--- src/rtl/dma_copy_arbiter.sv ---
// Single-port memory front end shared between a CPU requester and a block-copy engine.
// Round-robin arbitration per slot; the reserved status word is never written.
module dma_copy_arbiter #(
    parameter int ADDR_W    = 8,
    parameter int DATA_W    = 32,
    parameter int RSVD_ADDR = 191,
    parameter int MAX_LEN   = 64
) (
    input  logic              clk,
    input  logic              rst_n,
    input  logic              start,
    input  logic [ADDR_W-1:0] src_addr,
    input  logic [ADDR_W-1:0] dst_addr,
    input  logic [7:0]        len,
    output logic              busy,
    output logic              done,
    output logic              err,
    input  logic              cpu_req,
    input  logic              cpu_wr,
    input  logic [ADDR_W-1:0] cpu_addr,
    input  logic [DATA_W-1:0] cpu_wdata,
    output logic              cpu_gnt,
    output logic              cpu_rvalid,
    output logic [DATA_W-1:0] cpu_rdata,
    output logic              mem_wr,
    output logic [ADDR_W-1:0] mem_addr,
    output logic [DATA_W-1:0] mem_wdata,
    input  logic [DATA_W-1:0] mem_rdata
);

    localparam int SW = ADDR_W + 1;
    localparam logic [SW-1:0]     RSVD_X = SW'(RSVD_ADDR);
    localparam logic [ADDR_W-1:0] RSVD_A = ADDR_W'(RSVD_ADDR);
    localparam logic [7:0]        MAX_L  = 8'(MAX_LEN);

    typedef enum logic [2:0] {
        IDLE,
        RD,
        CAP,
        WR,
        DONE
    } state_t;

    state_t state, state_nx;

    logic [ADDR_W-1:0] src_q, dst_q;
    logic [7:0]        rem_q;
    logic [DATA_W-1:0] buf_q;
    logic              err_q;
    logic              last_dma;
    logic              rvalid_q;

    logic [SW-1:0] len_x, src_lim, src_end, dst_end;
    logic          len_zero, reject;
    logic          dma_req, dma_gnt, cpu_req_g;

    // Range checks are done one bit wider than the address so sums cannot wrap.
    always_comb begin
        len_x    = SW'(len);
        src_lim  = {1'b0, src_addr} + len_x;
        src_end  = src_lim - SW'(1);
        dst_end  = {1'b0, dst_addr} + len_x - SW'(1);
        len_zero = (len == 8'd0);
        reject   = !len_zero &&
                   ((len > MAX_L) ||
                    (src_end >= RSVD_X) ||
                    (dst_end >= RSVD_X) ||
                    (({1'b0, src_addr} < {1'b0, dst_addr}) && ({1'b0, dst_addr} < src_lim)));
    end

    // Contested slot goes to whoever did not own the previous granted slot.
    always_comb begin
        dma_req   = (state == RD) || (state == WR);
        cpu_req_g = cpu_req && rst_n;
        cpu_gnt   = cpu_req_g && (!dma_req || last_dma);
        dma_gnt   = dma_req && !cpu_gnt;
    end

    always_comb begin
        mem_wr    = 1'b0;
        mem_addr  = '0;
        mem_wdata = '0;
        if (cpu_gnt) begin
            mem_addr = cpu_addr;
            if (cpu_wr) begin
                mem_wr    = (cpu_addr != RSVD_A);
                mem_wdata = cpu_wdata;
            end
        end else if (dma_gnt) begin
            if (state == RD) begin
                mem_addr = src_q;
            end else begin
                mem_wr    = 1'b1;
                mem_addr  = dst_q;
                mem_wdata = buf_q;
            end
        end
    end

    always_ff @(posedge clk or negedge rst_n) begin
        if (!rst_n) begin
            state <= IDLE;
        end else begin
            state <= state_nx;
        end
    end

    always_comb begin
        state_nx = state;
        busy     = 1'b0;
        done     = 1'b0;
        case (state)
            IDLE: begin
                if (start) begin
                    state_nx = (len_zero || reject) ? DONE : RD;
                end
            end
            RD: begin
                busy = 1'b1;
                if (dma_gnt) state_nx = CAP;
            end
            CAP: begin
                busy     = 1'b1;
                state_nx = WR;
            end
            WR: begin
                busy = 1'b1;
                if (dma_gnt) state_nx = (rem_q == 8'd1) ? DONE : RD;
            end
            DONE: begin
                done     = 1'b1;
                state_nx = IDLE;
            end
            default: state_nx = IDLE;
        endcase
    end

    always_ff @(posedge clk or negedge rst_n) begin
        if (!rst_n) begin
            src_q    <= '0;
            dst_q    <= '0;
            rem_q    <= '0;
            buf_q    <= '0;
            err_q    <= 1'b0;
            last_dma <= 1'b1;
            rvalid_q <= 1'b0;
        end else begin
            rvalid_q <= cpu_gnt && !cpu_wr;
            if (cpu_gnt || dma_gnt) last_dma <= dma_gnt;
            case (state)
                IDLE: begin
                    if (start) begin
                        err_q <= reject;
                        if (!reject && !len_zero) begin
                            src_q <= src_addr;
                            dst_q <= dst_addr;
                            rem_q <= len;
                        end
                    end
                end
                CAP: buf_q <= mem_rdata;
                WR: begin
                    if (dma_gnt) begin
                        src_q <= src_q + ADDR_W'(1);
                        dst_q <= dst_q + ADDR_W'(1);
                        rem_q <= rem_q - 8'd1;
                    end
                end
                default: ;
            endcase
        end
    end

    assign err        = err_q;
    assign cpu_rvalid = rvalid_q;
    assign cpu_rdata  = mem_rdata;

endmodule

--- config.mk ---
export PLATFORM = sky130hd
export DESIGN_NAME = dma_copy_arbiter
export DESIGN_NICKNAME = d
export VERILOG_FILES = /design/src/rtl/dma_copy_arbiter.sv
export SDC_FILE = /design/constraint.sdc
export NUM_CORES = 1
export LEC_CHECK = 0
export BUFFER_PORTS_ARGS = -buffer_cell sky130_fd_sc_hd__clkbuf_2
export CORE_MARGIN = 2
export CORE_UTILIZATION = 51
export DETAILED_ROUTE_END_ITERATION = 10
export GPL_TIMING_DRIVEN = 0
export PLACE_DENSITY = 0.82
export SYNTH_ARGS = -nofsm -noshare
export SYNTH_HDL_FRONTEND = slang
export SYNTH_SLANG_ARGS = --single-unit
--- constraint.sdc ---
create_clock -name clk -period 3.22 [get_ports clk]
set_input_delay 0.644 -clock clk [delete_from_list [all_inputs] [get_ports clk]]
set_output_delay 0.644 -clock clk [all_outputs]
set_load 0.02 [all_outputs]
# [Yosys cells after proc, flatten, opt, wreduce, memory -nomap -nowiden]
# Cells that the tools add are included.
# W data, S select, Z words.
[classes] n_addsub=7 n_mul=0 n_div=0 magnitude_cmp=5 eq_ne=10 shifts=0 n_mux=31 bitwise_logic=0 reduce_logical=26
[op_table] cell="$mux W32" count=4
[op_table] cell="$mux W8" count=12
[op_table] cell="$pmux W8 S2" count=3
[op_table] cell="$add A8 B8 Y9" count=2
[op_table] cell="$ge A9 B8 Y1 const B" count=2
[op_table] cell="$sub A9 B1 Y9 const B" count=2
[op_table] cell="$add A8 B1 Y8 const B" count=2
[op_table] cell="$mux W3" count=5
[op_table] cell="$pmux W3 S4" count=1
[op_table] cell="$lt A8 B9 Y1" count=1
[op_table] cell="$eq A8 B1 Y1 const B" count=1
[op_table] cell="$gt A8 B7 Y1 const B" count=1
[op_table] cell="$logic_not A8 Y1" count=1
[op_table] cell="$lt A8 B8 Y1" count=1
[op_table] cell="$ne A2 B2 Y1 const B" count=4
[op_table] cell="$ne A8 B8 Y1 const B" count=1
[op_table] cell="$sub A8 B1 Y8 const B" count=1
[op_table] cell="$logic_and A1 B1 Y1" count=7
[op_table] cell="$logic_or A1 B1 Y1" count=7
[op_table] cell="$eq A3 B2 Y1 const B" count=2
[op_table] cell="$mux W1" count=6
[op_table] cell="$logic_not A1 Y1" count=5
[op_table] cell="$reduce_and A4 Y1" count=1
[op_table] cell="$eq A3 B1 Y1 const B" count=1
[op_table] cell="other kinds (6)" count=6
[totals] regBits=62 latch_bits=0 ramBits=0 mem_bits_ro=0 input_bits=101 out_inout_bits=78 wordCells=87 n_memories=0

# [Longest topological paths before layout]
[logic_depth] word_depth=12 mapped_depth=15 depth_no_buf=13

# [Worst setup path after synthesis]
# No wires, ideal clock.
[synth_timing] kind="input-to-reg" start="input src_addr[0]" end="register rem_q[2]" setup_ns=0.126 t_arrival_ns=3.663 t_required_ns=3.094 setup_slack_ns=-0.569 cell_stages=15 path_buffers=2 cell_sequence="ha_1 fa_1 and3_2 o21ai_0 nand2_1 ha_1 nand2_1 o31ai_1 maj3_2 a211o_1 a21oi_2 buf_6 o31a_1 buf_6 a221o_1"
[synth_between] elab_chain_len=11 word_cells_on_any_way=14 classes_between="add/sub (2); order compare (3); eq/ne (1); reduce/logical (8)"
[synth_lines] element="start: declaration" line_no="12" rtl="input logic [ADDR_W-1:0] src_addr,"
[synth_lines] element="$add A8 B8 Y9" line_no="60" rtl="src_lim = {1'b0, src_addr} + len_x;"
[synth_lines] element="$sub A9 B1 Y9" line_no="61" rtl="src_end = src_lim - SW'(1);"
[synth_lines] element="$ge A9 B8 Y1" line_no="66" rtl="(src_end >= RSVD_X) ||"
[synth_lines] element="$logic_or A1 B1 Y1" line_no="65" rtl="((len > MAX_L) ||"
[synth_lines] element="$logic_or A1 B1 Y1" line_no="66"
[synth_lines] element="$logic_or A1 B1 Y1 *" line_no="67" rtl="(dst_end >= RSVD_X) ||"
[synth_lines] element="$logic_and A1 B1 Y1 *" line_no="64" rtl="reject = !len_zero &&"
[synth_lines] element="$logic_not A1 Y1 *" line_no="154" rtl="if (!reject && !len_zero) begin"
[synth_lines] element="$logic_and A1 B1 Y1 *" line_no="154"
[synth_lines] element="$ne A2 B2 Y1 (no source line) *"
[synth_lines] element="$reduce_and A4 Y1 (no source line) *"
[synth_lines] element="end signal: assignment" line_no="157" rtl="rem_q <= len;"
[synth_lines] element="end signal: assignment" line_no="166" rtl="rem_q <= rem_q - 8'd1;"
[synth_lines] element="end: declaration" line_no="47" rtl="logic [7:0] rem_q;"
# Every way passes the cells marked *; elsewhere a longest branch is shown, timed or not.
# A chain may end at the register's enable or synchronous reset.

# [Worst setup path in the final report]
[layout_timing] start="input dst_addr[2]" end="register src_q[1]"
[layout_between] elab_chain_len=10 word_cells_on_any_way=13 classes_between="add/sub (2); order compare (3); eq/ne (1); reduce/logical (7)"
[layout_lines] element="start: declaration" line_no="13" rtl="input logic [ADDR_W-1:0] dst_addr,"
[layout_lines] element="$add A8 B8 Y9" line_no="62" rtl="dst_end = {1'b0, dst_addr} + len_x - SW'(1);"
[layout_lines] element="$sub A9 B1 Y9" line_no="62"
[layout_lines] element="$ge A9 B8 Y1" line_no="67"
[layout_lines] element="$logic_or A1 B1 Y1" line_no="66"
[layout_lines] element="$logic_or A1 B1 Y1 *" line_no="67"
[layout_lines] element="$logic_and A1 B1 Y1 *" line_no="64"
[layout_lines] element="$logic_not A1 Y1 *" line_no="154"
[layout_lines] element="$logic_and A1 B1 Y1 *" line_no="154"
[layout_lines] element="$ne A2 B2 Y1 (no source line) *"
[layout_lines] element="$reduce_and A4 Y1 (no source line) *"
[layout_lines] element="end signal: assignment" line_no="155" rtl="src_q <= src_addr;"
[layout_lines] element="end signal: assignment" line_no="164" rtl="src_q <= src_q + ADDR_W'(1);"
[layout_lines] element="end: declaration" line_no="46" rtl="logic [ADDR_W-1:0] src_q, dst_q;"
# Marks and branches as above.

==> reports/metrics.cfg <==
[sta]
worst_pin_slew_ps = 722.8
finalCritPeriodShare_pct = 110.3
finalMaxSlewViolations = 0
max_freq_ghz = 0.2816
hold_viol_final = 0
grt_setup_unrepaired = true
fin_tns_setup_ps = -5925
period_needed_ps = 3551
fin_skew_ps = 9.304
setup_viol = 27
fin_ws_ps = -331.1
relSlewSlack_pct = 51.81

[yosys]
synth_xor_area_share_pct = 1.360
synth.distinct_cells = 65
synthFlopType = dfrtp_1
synthMuxAreaShare_pct = 9.177
ys_ff_latch = 62
syn_area_per_cell_um2 = 8.994
synth_top_family_by_area = compound AO/OA/AOI/OAI gates
synthAdderAreaFrac_pct = 11.19
synth_edf_count = 0
syn-cell-area_um2 = 5154
synth.net_count = 718
synth_cells = 573
synth-compound-area-share_pct = 24.62
ys_seq_area_share_pct = 30.13
async_flop_share_pct = 100.0
yosys.area_share.simple_pct = 12.60
yosysWarnings = 0

[critical_path]
crit_path_end_kind = register
crit_fanout = 5
path_class = in -> reg
critPathLaunchType = input port
worstPathArrival_ps = 3780
r2r_slack_ps = 600
required_ps = 3450

[status]
status = finished, violations left
violations = negative setup slack

[cts]
htreeDepth = 3
cts_buffers = 9
clk_pin_slew_ps = 70
cts_tree = built
cts_hold_buf = 0
clock_tree.buffer_depth = 2
root_buffer = clkbuf_8
clock_latency_ps = 340
clock-sinks = 62

[floorplan]
initial_core_util_pct = 52.73
die_h_um = 104.5
placementRows = 36
die_area_um2 = 10930
ios = 179
die_x_um = 104.5
core_um2 = 9774

[route]
drc_errors = 0
wire_per_inst_um = 18.00
postRouteAntennaNets = 0
via_count = 5409
drt_iter0_markers = 600
vias_per_cell = 5.879
drt_wl_total_mm = 16.56
first_pass_iters = 7

[placed_design]
dp_slack_ps = -869.6
port_buffers = 178
dpl.hpwl_mm = 12.38
gp_congestion = 0.9217

[final_layout]
area_delta_synth_final_pct = 41.95
num_antenna_cells = 0
seqCellArea_um2 = 1555
drive_above_1_share_pct = 49.30
final_cell_mix = clkbuf_2 (171), dfrtp_1 (59), buf_4 (51)
multi_input_area_um2 = 3531
final_nets = 927
final_common_cell = clkbuf_2
fillers = 685

[global_route]
grt_max_degree = 65
grt_pass1_vias = 5298
grt_pass1_wl_mm = 26.23
overflow = 0
grt_antenna_before_repair = 0
grt_use_total_pct = 29.56
top_usage_layer = met2
grt.met1_usage_pct = 35.85
use_met2_pct = 51.07
grtUsageMet3_pct = 4.887

[job]
maxCapViolations = 0

[power_and_ir_drop]
vdd_drop_max_v = 0.0002716
power_density_nw_per_um2 = 587.6
static-leakage-power_nw = 3.457

[worst_hold_path]
hp-class = in -> async

-- final cells by class --
cell class | count | area share [%]
Buffer | 59 | 5.251
Clock buffer | 9 | 1.693
Clock inverter | 7 | 0.9920
Sequential cell | 62 | 21.26
Tap cell | 133 | 2.275
Timing Repair Buffer | 202 | 17.10
Multi-Input combinational cell | 398 | 48.26
Inverter | 50 | 3.164
-- report_power, final --
group          total (mW)  switching (mW)  internal (mW)  leakage (nW)
clock               0.683           0.324          0.358        0.0956
sequential           1.47           0.309           1.16         0.708
combinational        2.15            1.13           1.03          2.65
-- flip-flops by register name, indices dropped and copies added, names as in the netlist --
| name | flops |
|---|---|
| buf_q | 32 |
| dst_q | 8 |
| rem_q | 8 |
| src_q | 8 |
| state | 3 |
| cpu_rvalid | 1 |
| err | 1 |
| last_dma | 1 |
-- logic make-up after synthesis --
group                      Yosys count
muxes                               43
adders and majority gates           45
and+or+nand+nor                    133
AOI/OAI and AO/OA                  169
xor gates and xnor gates             8
DFF                                 62
buffers and inverters              113
-- final timing paths --
check                                      from                     to  cells past startpoint
max                                 dst_addr[2]   src_q[1]$_DFFE_PN0P_                     15
min in group clk                         cpu_wr   cpu_rvalid$_DFF_PN0_                      2
max in group asynchronous                 rst_n   last_dma$_DFFE_PN1P_                      1
max reg2reg                state[0]$_DFFE_PN0P_   src_q[1]$_DFFE_PN0P_                      7
min                                       rst_n  buf_q[17]$_DFFE_PN0P_                      1
min reg2reg                     err$_DFFE_PN0P_        err$_DFFE_PN0P_                      2
-- worst max-delay path, stage by stage --
cell and delay [ps]:
clkbuf_16 110, inv_6 30, ha_4 270, inv_4 40, ha_4 200, a21o_1 210, o2bb2ai_4 140, or3_4 360
a32oi_2 210, o311ai_4 150, or3_1 390, buf_6 140, o31ai_4 400, buf_4 190, mux2_4 290
-- synthesized netlist by cell type, types with 6 or more instances --
| cell type | number | share of area [%] |
|---|---|---|
| o22ai_1 | 7 | 0.85 |
| inv_1 | 50 | 3.6 |
| xnor2_1 | 6 | 1.0 |
| a21o_1 | 7 | 1.0 |
| or3_1 | 7 | 0.85 |
| o21ai_0 | 21 | 2.0 |
| clkbuf_1 | 23 | 1.7 |
| mux2_2 | 34 | 7.4 |
| dfrtp_1 | 61 | 30 |
| a221o_1 | 7 | 1.4 |
| a21oi_1 | 24 | 2.3 |
| nand2_1 | 38 | 2.8 |
| nor3_1 | 14 | 1.4 |
| ha_1 | 42 | 10 |
| nand3_1 | 12 | 1.2 |
| buf_4 | 32 | 4.7 |
| a22o_1 | 32 | 5.4 |
| nand4_1 | 6 | 0.73 |
| o31ai_1 | 13 | 1.9 |
| mux2i_1 | 9 | 1.7 |
| o21a_1 | 8 | 1.2 |
| nor2_1 | 28 | 2.0 |
-- metal layers --
layer | routed length [um] | share of wire [%]
met2 | 8452 | 51
met1 | 6455 | 39
met5 | 0 | 0
met3 | 1170 | 7.1
met4 | 479 | 2.9
-- per-stage QoR --
step                std cells  hold WS, ps  power, mW  utilization (%)  cell area [um^2]
global placement          884        468.3      3.296            66.14              6465
CTS                       911        299.6      4.163            72.06              7043
floorplan                 573        348.4      2.811                -              5408
finish                    920        283.0      4.298            74.85              7316
detailed placement        884        481.0      3.383            66.17              6467
global route              920        306.0      4.588            74.85              7316
-- what timing repair did --
action / 4_1_cts / 5_1_grt
pin swaps: 34 / 11
setup buffers: 14 / 9
resized for setup: 55 / 49
cloned: 1 / 0
endpoints found under the setup margin: 69 / 67
No activity file was read; power rests on OpenSTA's default activity.
